===== src/rtl/control_sequencer_pkg.sv =====
`default_nettype none
// +----------------------------------------------------------------------+
// | Module      : control_sequencer_pkg                                  |
// | Description : Opcode, control-bit and timing constants shared by the |
// |               sequencer and the datapath register instances.         |
// | Revision    : 1.0  initial release                                   |
// +----------------------------------------------------------------------+
package control_sequencer_pkg;

    localparam int CTRL_W    = 14;
    localparam int INSTR_LEN = 6;

    localparam logic [3:0] OP_LDA = 4'b0000;
    localparam logic [3:0] OP_ADD = 4'b0001;
    localparam logic [3:0] OP_SUB = 4'b0010;
    localparam logic [3:0] OP_STA = 4'b0100;
    localparam logic [3:0] OP_JMP = 4'b0101;
    localparam logic [3:0] OP_OUT = 4'b1110;
    localparam logic [3:0] OP_HLT = 4'b1111;

    localparam int CTRL_PC_INC   = 0;
    localparam int CTRL_PC_OUT   = 1;
    localparam int CTRL_PC_LOAD  = 2;
    localparam int CTRL_MAR_LOAD = 3;
    localparam int CTRL_RAM_OUT  = 4;
    localparam int CTRL_RAM_LOAD = 5;
    localparam int CTRL_IR_LOAD  = 6;
    localparam int CTRL_IR_OUT   = 7;
    localparam int CTRL_A_LOAD   = 8;
    localparam int CTRL_A_OUT    = 9;
    localparam int CTRL_B_LOAD   = 10;
    localparam int CTRL_ALU_OUT  = 11;
    localparam int CTRL_SUB      = 12;
    localparam int CTRL_OUT_LOAD = 13;

    typedef enum logic [1:0] {
        ST_IDLE   = 2'd0,
        ST_RUN    = 2'd1,
        ST_HALTED = 2'd2
    } seq_state_e;

    function automatic logic [CTRL_W-1:0] cbit(input int idx);
        logic [CTRL_W-1:0] v;
        v      = '0;
        v[idx] = 1'b1;
        return v;
    endfunction

endpackage
`default_nettype wire


===== src/rtl/control_sequencer_ring_counter.sv =====
`default_nettype none
// +----------------------------------------------------------------------+
// | Module      : ring_counter                                           |
// | Description : One-hot T1..T6 counter with hold, clear, async reset.  |
// | Revision    : 1.0  initial release                                   |
// +----------------------------------------------------------------------+
module ring_counter
    import control_sequencer_pkg::*;
(
    input  logic                 clk,
    input  logic                 rst_n,
    input  logic                 clear_i,
    input  logic                 advance_i,
    output logic [INSTR_LEN-1:0] t_o
);

    logic [INSTR_LEN-1:0] ring_q;
    logic [INSTR_LEN-1:0] ring_d;

    // Advancing from all-zeros starts a new instruction at T1.
    always_comb begin
        ring_d = ring_q;
        if (clear_i) begin
            ring_d = '0;
        end else if (advance_i) begin
            if (ring_q == '0) begin
                ring_d = INSTR_LEN'(1);
            end else begin
                ring_d = {ring_q[INSTR_LEN-2:0], ring_q[INSTR_LEN-1]};
            end
        end
    end

    always_ff @(negedge clk or negedge rst_n) begin
        if (!rst_n) begin
            ring_q <= '0;
        end else begin
            ring_q <= ring_d;
        end
    end

    assign t_o = ring_q;

endmodule
`default_nettype wire


===== src/rtl/control_sequencer.sv =====
`default_nettype none
// +----------------------------------------------------------------------+
// | Module      : control_sequencer                                      |
// | Description : Per-T-state control word generator with IDLE/HALTED.   |
// | Revision    : 1.0  initial release                                   |
// +----------------------------------------------------------------------+
module control_sequencer
    import control_sequencer_pkg::*;
(
    input  logic                 clk,
    input  logic                 rst_n,
    input  logic                 run,
    input  logic [3:0]           opcode,
    output logic [CTRL_W-1:0]    ctrl,
    output logic                 halt,
    output logic [INSTR_LEN-1:0] t_state
);

    seq_state_e           state_q;
    seq_state_e           state_d;
    logic                 ring_clear;
    logic                 ring_advance;
    logic [INSTR_LEN-1:0] t_q;

    ring_counter u_ring (
        .clk       (clk),
        .rst_n     (rst_n),
        .clear_i   (ring_clear),
        .advance_i (ring_advance),
        .t_o       (t_q)
    );

    always_ff @(negedge clk or negedge rst_n) begin
        if (!rst_n) begin
            state_q <= ST_IDLE;
        end else begin
            state_q <= state_d;
        end
    end

    always_comb begin
        state_d      = state_q;
        ring_clear   = 1'b0;
        ring_advance = 1'b0;
        case (state_q)
            ST_IDLE: begin
                if (run) begin
                    state_d      = ST_RUN;
                    ring_advance = 1'b1;
                end
            end
            ST_RUN: begin
                // HLT is taken on the edge ending T3, once the IR holds it.
                if (t_q[2] && (opcode == OP_HLT)) begin
                    state_d    = ST_HALTED;
                    ring_clear = 1'b1;
                end else if (t_q[5]) begin
                    if (run) begin
                        ring_advance = 1'b1;
                    end else begin
                        state_d    = ST_IDLE;
                        ring_clear = 1'b1;
                    end
                end else begin
                    ring_advance = 1'b1;
                end
            end
            ST_HALTED: begin
                ring_clear = 1'b1;
            end
            default: begin
                state_d    = ST_IDLE;
                ring_clear = 1'b1;
            end
        endcase
    end

    always_comb begin
        ctrl = '0;
        if (state_q == ST_RUN) begin
            if (t_q[0]) begin
                ctrl = cbit(CTRL_PC_OUT) | cbit(CTRL_MAR_LOAD);
            end else if (t_q[1]) begin
                ctrl = cbit(CTRL_PC_INC);
            end else if (t_q[2]) begin
                ctrl = cbit(CTRL_RAM_OUT) | cbit(CTRL_IR_LOAD);
            end else if (t_q[3]) begin
                case (opcode)
                    OP_LDA, OP_ADD, OP_SUB, OP_STA:
                        ctrl = cbit(CTRL_IR_OUT) | cbit(CTRL_MAR_LOAD);
                    OP_JMP:  ctrl = cbit(CTRL_IR_OUT) | cbit(CTRL_PC_LOAD);
                    OP_OUT:  ctrl = cbit(CTRL_A_OUT) | cbit(CTRL_OUT_LOAD);
                    default: ctrl = '0;
                endcase
            end else if (t_q[4]) begin
                case (opcode)
                    OP_LDA:         ctrl = cbit(CTRL_RAM_OUT) | cbit(CTRL_A_LOAD);
                    OP_ADD, OP_SUB: ctrl = cbit(CTRL_RAM_OUT) | cbit(CTRL_B_LOAD);
                    OP_STA:         ctrl = cbit(CTRL_A_OUT) | cbit(CTRL_RAM_LOAD);
                    default:        ctrl = '0;
                endcase
            end else if (t_q[5]) begin
                case (opcode)
                    OP_ADD:  ctrl = cbit(CTRL_ALU_OUT) | cbit(CTRL_A_LOAD);
                    OP_SUB:  ctrl = cbit(CTRL_ALU_OUT) | cbit(CTRL_A_LOAD) | cbit(CTRL_SUB);
                    default: ctrl = '0;
                endcase
            end
        end
    end

    assign halt    = (state_q == ST_HALTED);
    assign t_state = t_q;

endmodule
`default_nettype wire

===== config.mk =====
export PLATFORM = sky130hd
export DESIGN_NAME = control_sequencer
export DESIGN_NICKNAME = d
export VERILOG_FILES = /design/src/rtl/control_sequencer_pkg.sv /design/src/rtl/control_sequencer_ring_counter.sv /design/src/rtl/control_sequencer.sv
export SDC_FILE = /design/constraint.sdc
export NUM_CORES = 1
export LEC_CHECK = 0
export ABC_AREA = 1
export BUFFER_PORTS_ARGS = -buffer_cell sky130_fd_sc_hd__clkbuf_2
export CORE_AREA = 3 3 41 43
export CTS_BUF_LIST = sky130_fd_sc_hd__clkbuf_4 sky130_fd_sc_hd__clkbuf_8
export CTS_CLUSTER_SIZE = 28
export DETAILED_ROUTE_END_ITERATION = 16
export DIE_AREA = 0 0 44 46
export PLACE_DENSITY_LB_ADDON = 0.12
export SLEW_MARGIN = 20
export SYNTH_ARGS = -nofsm -noshare
export SYNTH_HDL_FRONTEND = slang
export SYNTH_SLANG_ARGS = --single-unit

===== constraint.sdc =====
create_clock -name clk -period 1.2 [get_ports clk]
set_input_delay 0.12 -clock clk [delete_from_list [all_inputs] [get_ports clk]]
set_output_delay 0.12 -clock clk [all_outputs]
set_load 0.1 [all_outputs]

==> results.py, run 1 <==
metrics = {
    "run_status": {
        "status": "aborted with a tool error",
        "lastStage": "detailed placement (3_5_place_dp)",
        "error": "[ERROR DPL-0038] Utilization greater than 100%, impossible to legalize",
    },
    "yosys": {
        "synth_fp_nets": 110,
        "yosysSeqAreaShare_pct": 30.8,
        "ys_ff_latch": 8,
        "yosysWarnings": 0,
        "synth.distinct_cells": 19,
        "syn_inst": 103,
        "netlist_area_um2": 651,
        "syn_area_per_cell_um2": 6.32,
    },
    "die": {
        "die_y_um": 46,
        "initial_utilization_pct": 48.8,
        "rows": 13,
        "io_pins": 28,
        "die_w_um": 44,
    },
    "place": {
        "portBuffers": 27,
        "place.gp.congestion": 0.885,
    },
}
==> per-stage QoR <==
step / instances / hold slack (ns) / instance area [um2] / setup TNS [ns] / setup slack [ns]
floorplan: 103 / 0.316 / 837 / -28.78 / -1.82
global placement: 171 / 0.458 / 1500 / -13.78 / -0.777
==> Yosys cell counts <==
master / instances / share of area [%]
nand2_2: 6 / 5.8
nand4_1: 2 / 1.9
nand2_4: 1 / 1.7
nor2_2: 2 / 1.9
a21oi_1: 1 / 0.77
inv_1: 21 / 12
inv_2: 2 / 1.2
o21ai_0: 1 / 0.77
nand2_1: 26 / 15
nor4_2: 1 / 1.9
nor2_1: 14 / 8.1
dfrtn_1: 8 / 31
nor3_1: 1 / 0.77
nor3_2: 2 / 3.1
o21bai_1: 1 / 1.2
o21ai_1: 1 / 0.77
nand3_1: 10 / 7.7
o21a_1: 1 / 1.2
nor2_4: 2 / 3.5
==> kinds of logic after synthesis <==
kind of cell,count (synthesis),share of synthesized area (%)
compound gates,5,4.61
simple gates,67,51.3
flops,8,30.8
buf+inv,23,13.3
==> run 2: changes to the inputs <==
--- a/config.mk
+++ b/config.mk
@@ -7,12 +7,10 @@
 export LEC_CHECK = 0
 export ABC_AREA = 1
 export BUFFER_PORTS_ARGS = -buffer_cell sky130_fd_sc_hd__clkbuf_2
-export CORE_AREA = 3 3 41 43
-export CTS_BUF_LIST = sky130_fd_sc_hd__clkbuf_4 sky130_fd_sc_hd__clkbuf_8
-export CTS_CLUSTER_SIZE = 28
+export CORE_AREA = 3 3 64 66
 export DETAILED_ROUTE_END_ITERATION = 16
-export DIE_AREA = 0 0 44 46
-export PLACE_DENSITY_LB_ADDON = 0.12
+export DIE_AREA = 0 0 67 69
+export PLACE_DENSITY_LB_ADDON = 0.15
 export SLEW_MARGIN = 20
 export SYNTH_ARGS = -nofsm -noshare
 export SYNTH_HDL_FRONTEND = slang
==> run 2 against run 1 <==
- the flow now finishes, with violations (setup timing)
- synthesized cell count unchanged
- area after synthesis unchanged
==> results.py, run 2 <==
metrics = {
    "yosys": {
        "synth_edf_count": 0,
        "synth_fp_nets": 110,
        "yosysMostFrequentCell": "nand2_1",
        "yosysSeqAreaShare_pct": 30.8,
        "synth_flop_cell": "dfrtn_1",
        "synth_top_area_cell": "dfrtn_1",
        "netlist_area_um2": 651,
        "synth.distinct_cells": 19,
        "yosys.area.top_type_share_pct": 30.8,
        "postSynth.asyncResetShare_pct": 100,
        "synth_common_cells": "nand2_1, inv_1, nor2_1",
        "syn_area_per_cell_um2": 6.32,
        "yosysWarnings": 0,
        "ys_ff_latch": 8,
        "synth_area_leaders": "dfrtn_1, nand2_1, inv_1",
        "syn_inst": 103,
    },
    "route": {
        "drc": 0,
        "dr_total_vias": 832,
        "wirelength_mm": 2.07,
        "via_per_inst": 3.91,
        "wire_per_inst_um": 9.72,
        "drtIter0Drc": 18,
        "firstDrtPassIters": 3,
        "ant_nets": 0,
    },
    "setup_path": {
        "crit_path_end_kind": "primary output",
        "cp_max_fo": 4,
        "crit_type": "flip-flop to primary output",
        "crit_required_ns": 1.08,
        "setup.worst_path.start_class": "flip-flop",
        "arrival_ns": 2.14,
    },
    "timing": {
        "finalHoldViolations": 0,
        "tightestPinTransition_ns": 0.274,
        "maxSlewViolCount": 0,
        "fin_skew_ns": 0.00186,
        "rsz0062_at_grt": "true",
        "finalWorstSetupSlack_ns": -1.06,
        "slew_headroom_pct": 81.6,
        "setup-violations-final": 28,
        "fin_hold_ws_ns": 0.198,
    },
    "die": {
        "io_pins": 28,
        "die_w_um": 67,
        "rows": 22,
        "die_y_um": 69,
        "initial_utilization_pct": 17.9,
        "core_um2": 3630,
        "die-area_um2": 4620,
    },
    "power_and_ir_drop": {
        "clock_power_share_pct": 6.8,
        "power_density_nw_per_um2": 2750,
        "p_leak_nw": 0.820,
        "switching_share_pct": 54.6,
        "report.power.total_w": 0.00469,
        "p_sw_w": 0.00256,
        "p_seq_share_pct": 11.2,
        "p_comb_share_pct": 82.1,
        "p_int_w": 0.00213,
        "ir_worst_vdd_uv": 1410,
    },
    "global_route": {
        "grt_pass1_vias": 869,
        "grt_max_degree": 9,
        "grt_overflow": 0,
        "grt_pass1_wl_mm": 3.52,
        "grt.total_usage_pct": 9.32,
        "antenna_found_initial": 0,
    },
    "place": {
        "portBuffers": 27,
        "dp.cells": 204,
        "place.gp.congestion": 0.747,
        "placed_cell_area_um2": 1540,
        "dp_slack_ns": -0.812,
        "dp_hpwl_mm": 1.78,
    },
    "cells_and_area": {
        "stdcell_area_um2": 1710,
        "drive_gt1_share_pct": 68.5,
        "final_nets": 174,
        "diodes": 0,
        "final_cell_count_no_fill": 213,
        "largest_register_ffs": 6,
        "synthToLayoutAreaGrowth_pct": 163,
        "final_cell_mix": "buf_12, buf_4, nand2_1",
    },
    "cts": {
        "cts_root_buf": "clkbuf_8",
        "clkTransAtPathRegs_ns": 0.03,
        "hold_buffers": 0,
        "h-tree-depth": 1,
        "cts_buffer_depth": 2,
        "cts_buffers": 3,
        "clk_latency_ns": 0.25,
        "clkSinkCount": 8,
        "cts_tree": "built",
    },
    "run_status": {
        "violations": "setup timing",
        "status": "complete, but fails checks",
    },
    "flow_run": {
        "drv_cap": 0,
    },
    "min_path": {
        "hold_class": "primary input to async pin",
    },
}
run 2: kinds of logic (layout without fill, tap and decap cells):
group           count (synthesis)  in the layout  share of synthesized area [%]
simple gates                   67             67                           51.3
buf+inv                        23             85                           13.3
flops                           8              8                           30.8
compound gates                  5              5                           4.61
run 2: final timing paths:
path                               start            end  slack, ns  cells past startpoint
max                           state_q[0]       ctrl[12]      -1.06                      5
min                                rst_n  u_ring.t_o[3]       0.20                      1
max reg2reg                   state_q[1]  u_ring.t_o[2]      -0.16                      9
min reg2reg                u_ring.t_o[4]  u_ring.t_o[4]       0.58                      3
max in group asynchronous          rst_n     state_q[1]       0.79                      1
min in group clk           u_ring.t_o[4]  u_ring.t_o[4]       0.58                      3
run 2: final cells by class:
cell class | instances | area, um2
clock buffer | 3 | 41.3
fill | 360 | 1930
inverter | 23 | 100
multi-input combinational | 72 | 574
sequential | 8 | 200
tap | 48 | 60.1
timing repair buffer | 59 | 732
run 2: layer usage:
layer  wire [um]  vias to the layer above  track usage, %  share of wire (%)
li1            -                      439               -                  -
met1         849                      370            11.0                 41
met2        1100                       20            16.9                 53
met3          91                        3            1.14                4.4
met4          35                        0            2.70                1.7
met5           0                        -               0                  0
run 2: per-stage QoR:
| stage | setup TNS [ns] | util [%] |
|---|---|---|
| final | -18.55 | 47.0 |
| after global routing | -20.44 | 47.0 |
| after CTS | -18.39 | 45.9 |
| after detailed placement | -14.39 | 42.5 |
| after global placement | -14.26 | 42.5 |
| after floorplan | -28.78 | - |
run 2: power by group through the flow:
stage | Sequential [W] | Combinational (W) | Clock (W)
after floorplan | 0.00122 | 0.00145 | 0
after detailed placement | 0.000494 | 0.00354 | 0
after CTS | 0.000517 | 0.00377 | 0.000325
final | 0.000525 | 0.00385 | 0.000317
after global placement | 0.000489 | 0.00354 | 0
after global routing | 0.000540 | 0.00406 | 0.000339
run 2: what timing repair did:
action	4_1_cts	5_1_grt
setup buffers	3	6
gates resized for setup	19	4
pin swaps	4	3
setup endpoints to repair	27	28
run 2: critical path, cell delays in order (launching register included):
cell	delay, ns
dfrtn_1	0.45
inv_2	0.06
nor2_4	0.13
nand2_2	0.10
nor4_4	0.34
buf_12	0.22
Power figures use the tool's default switching activity.
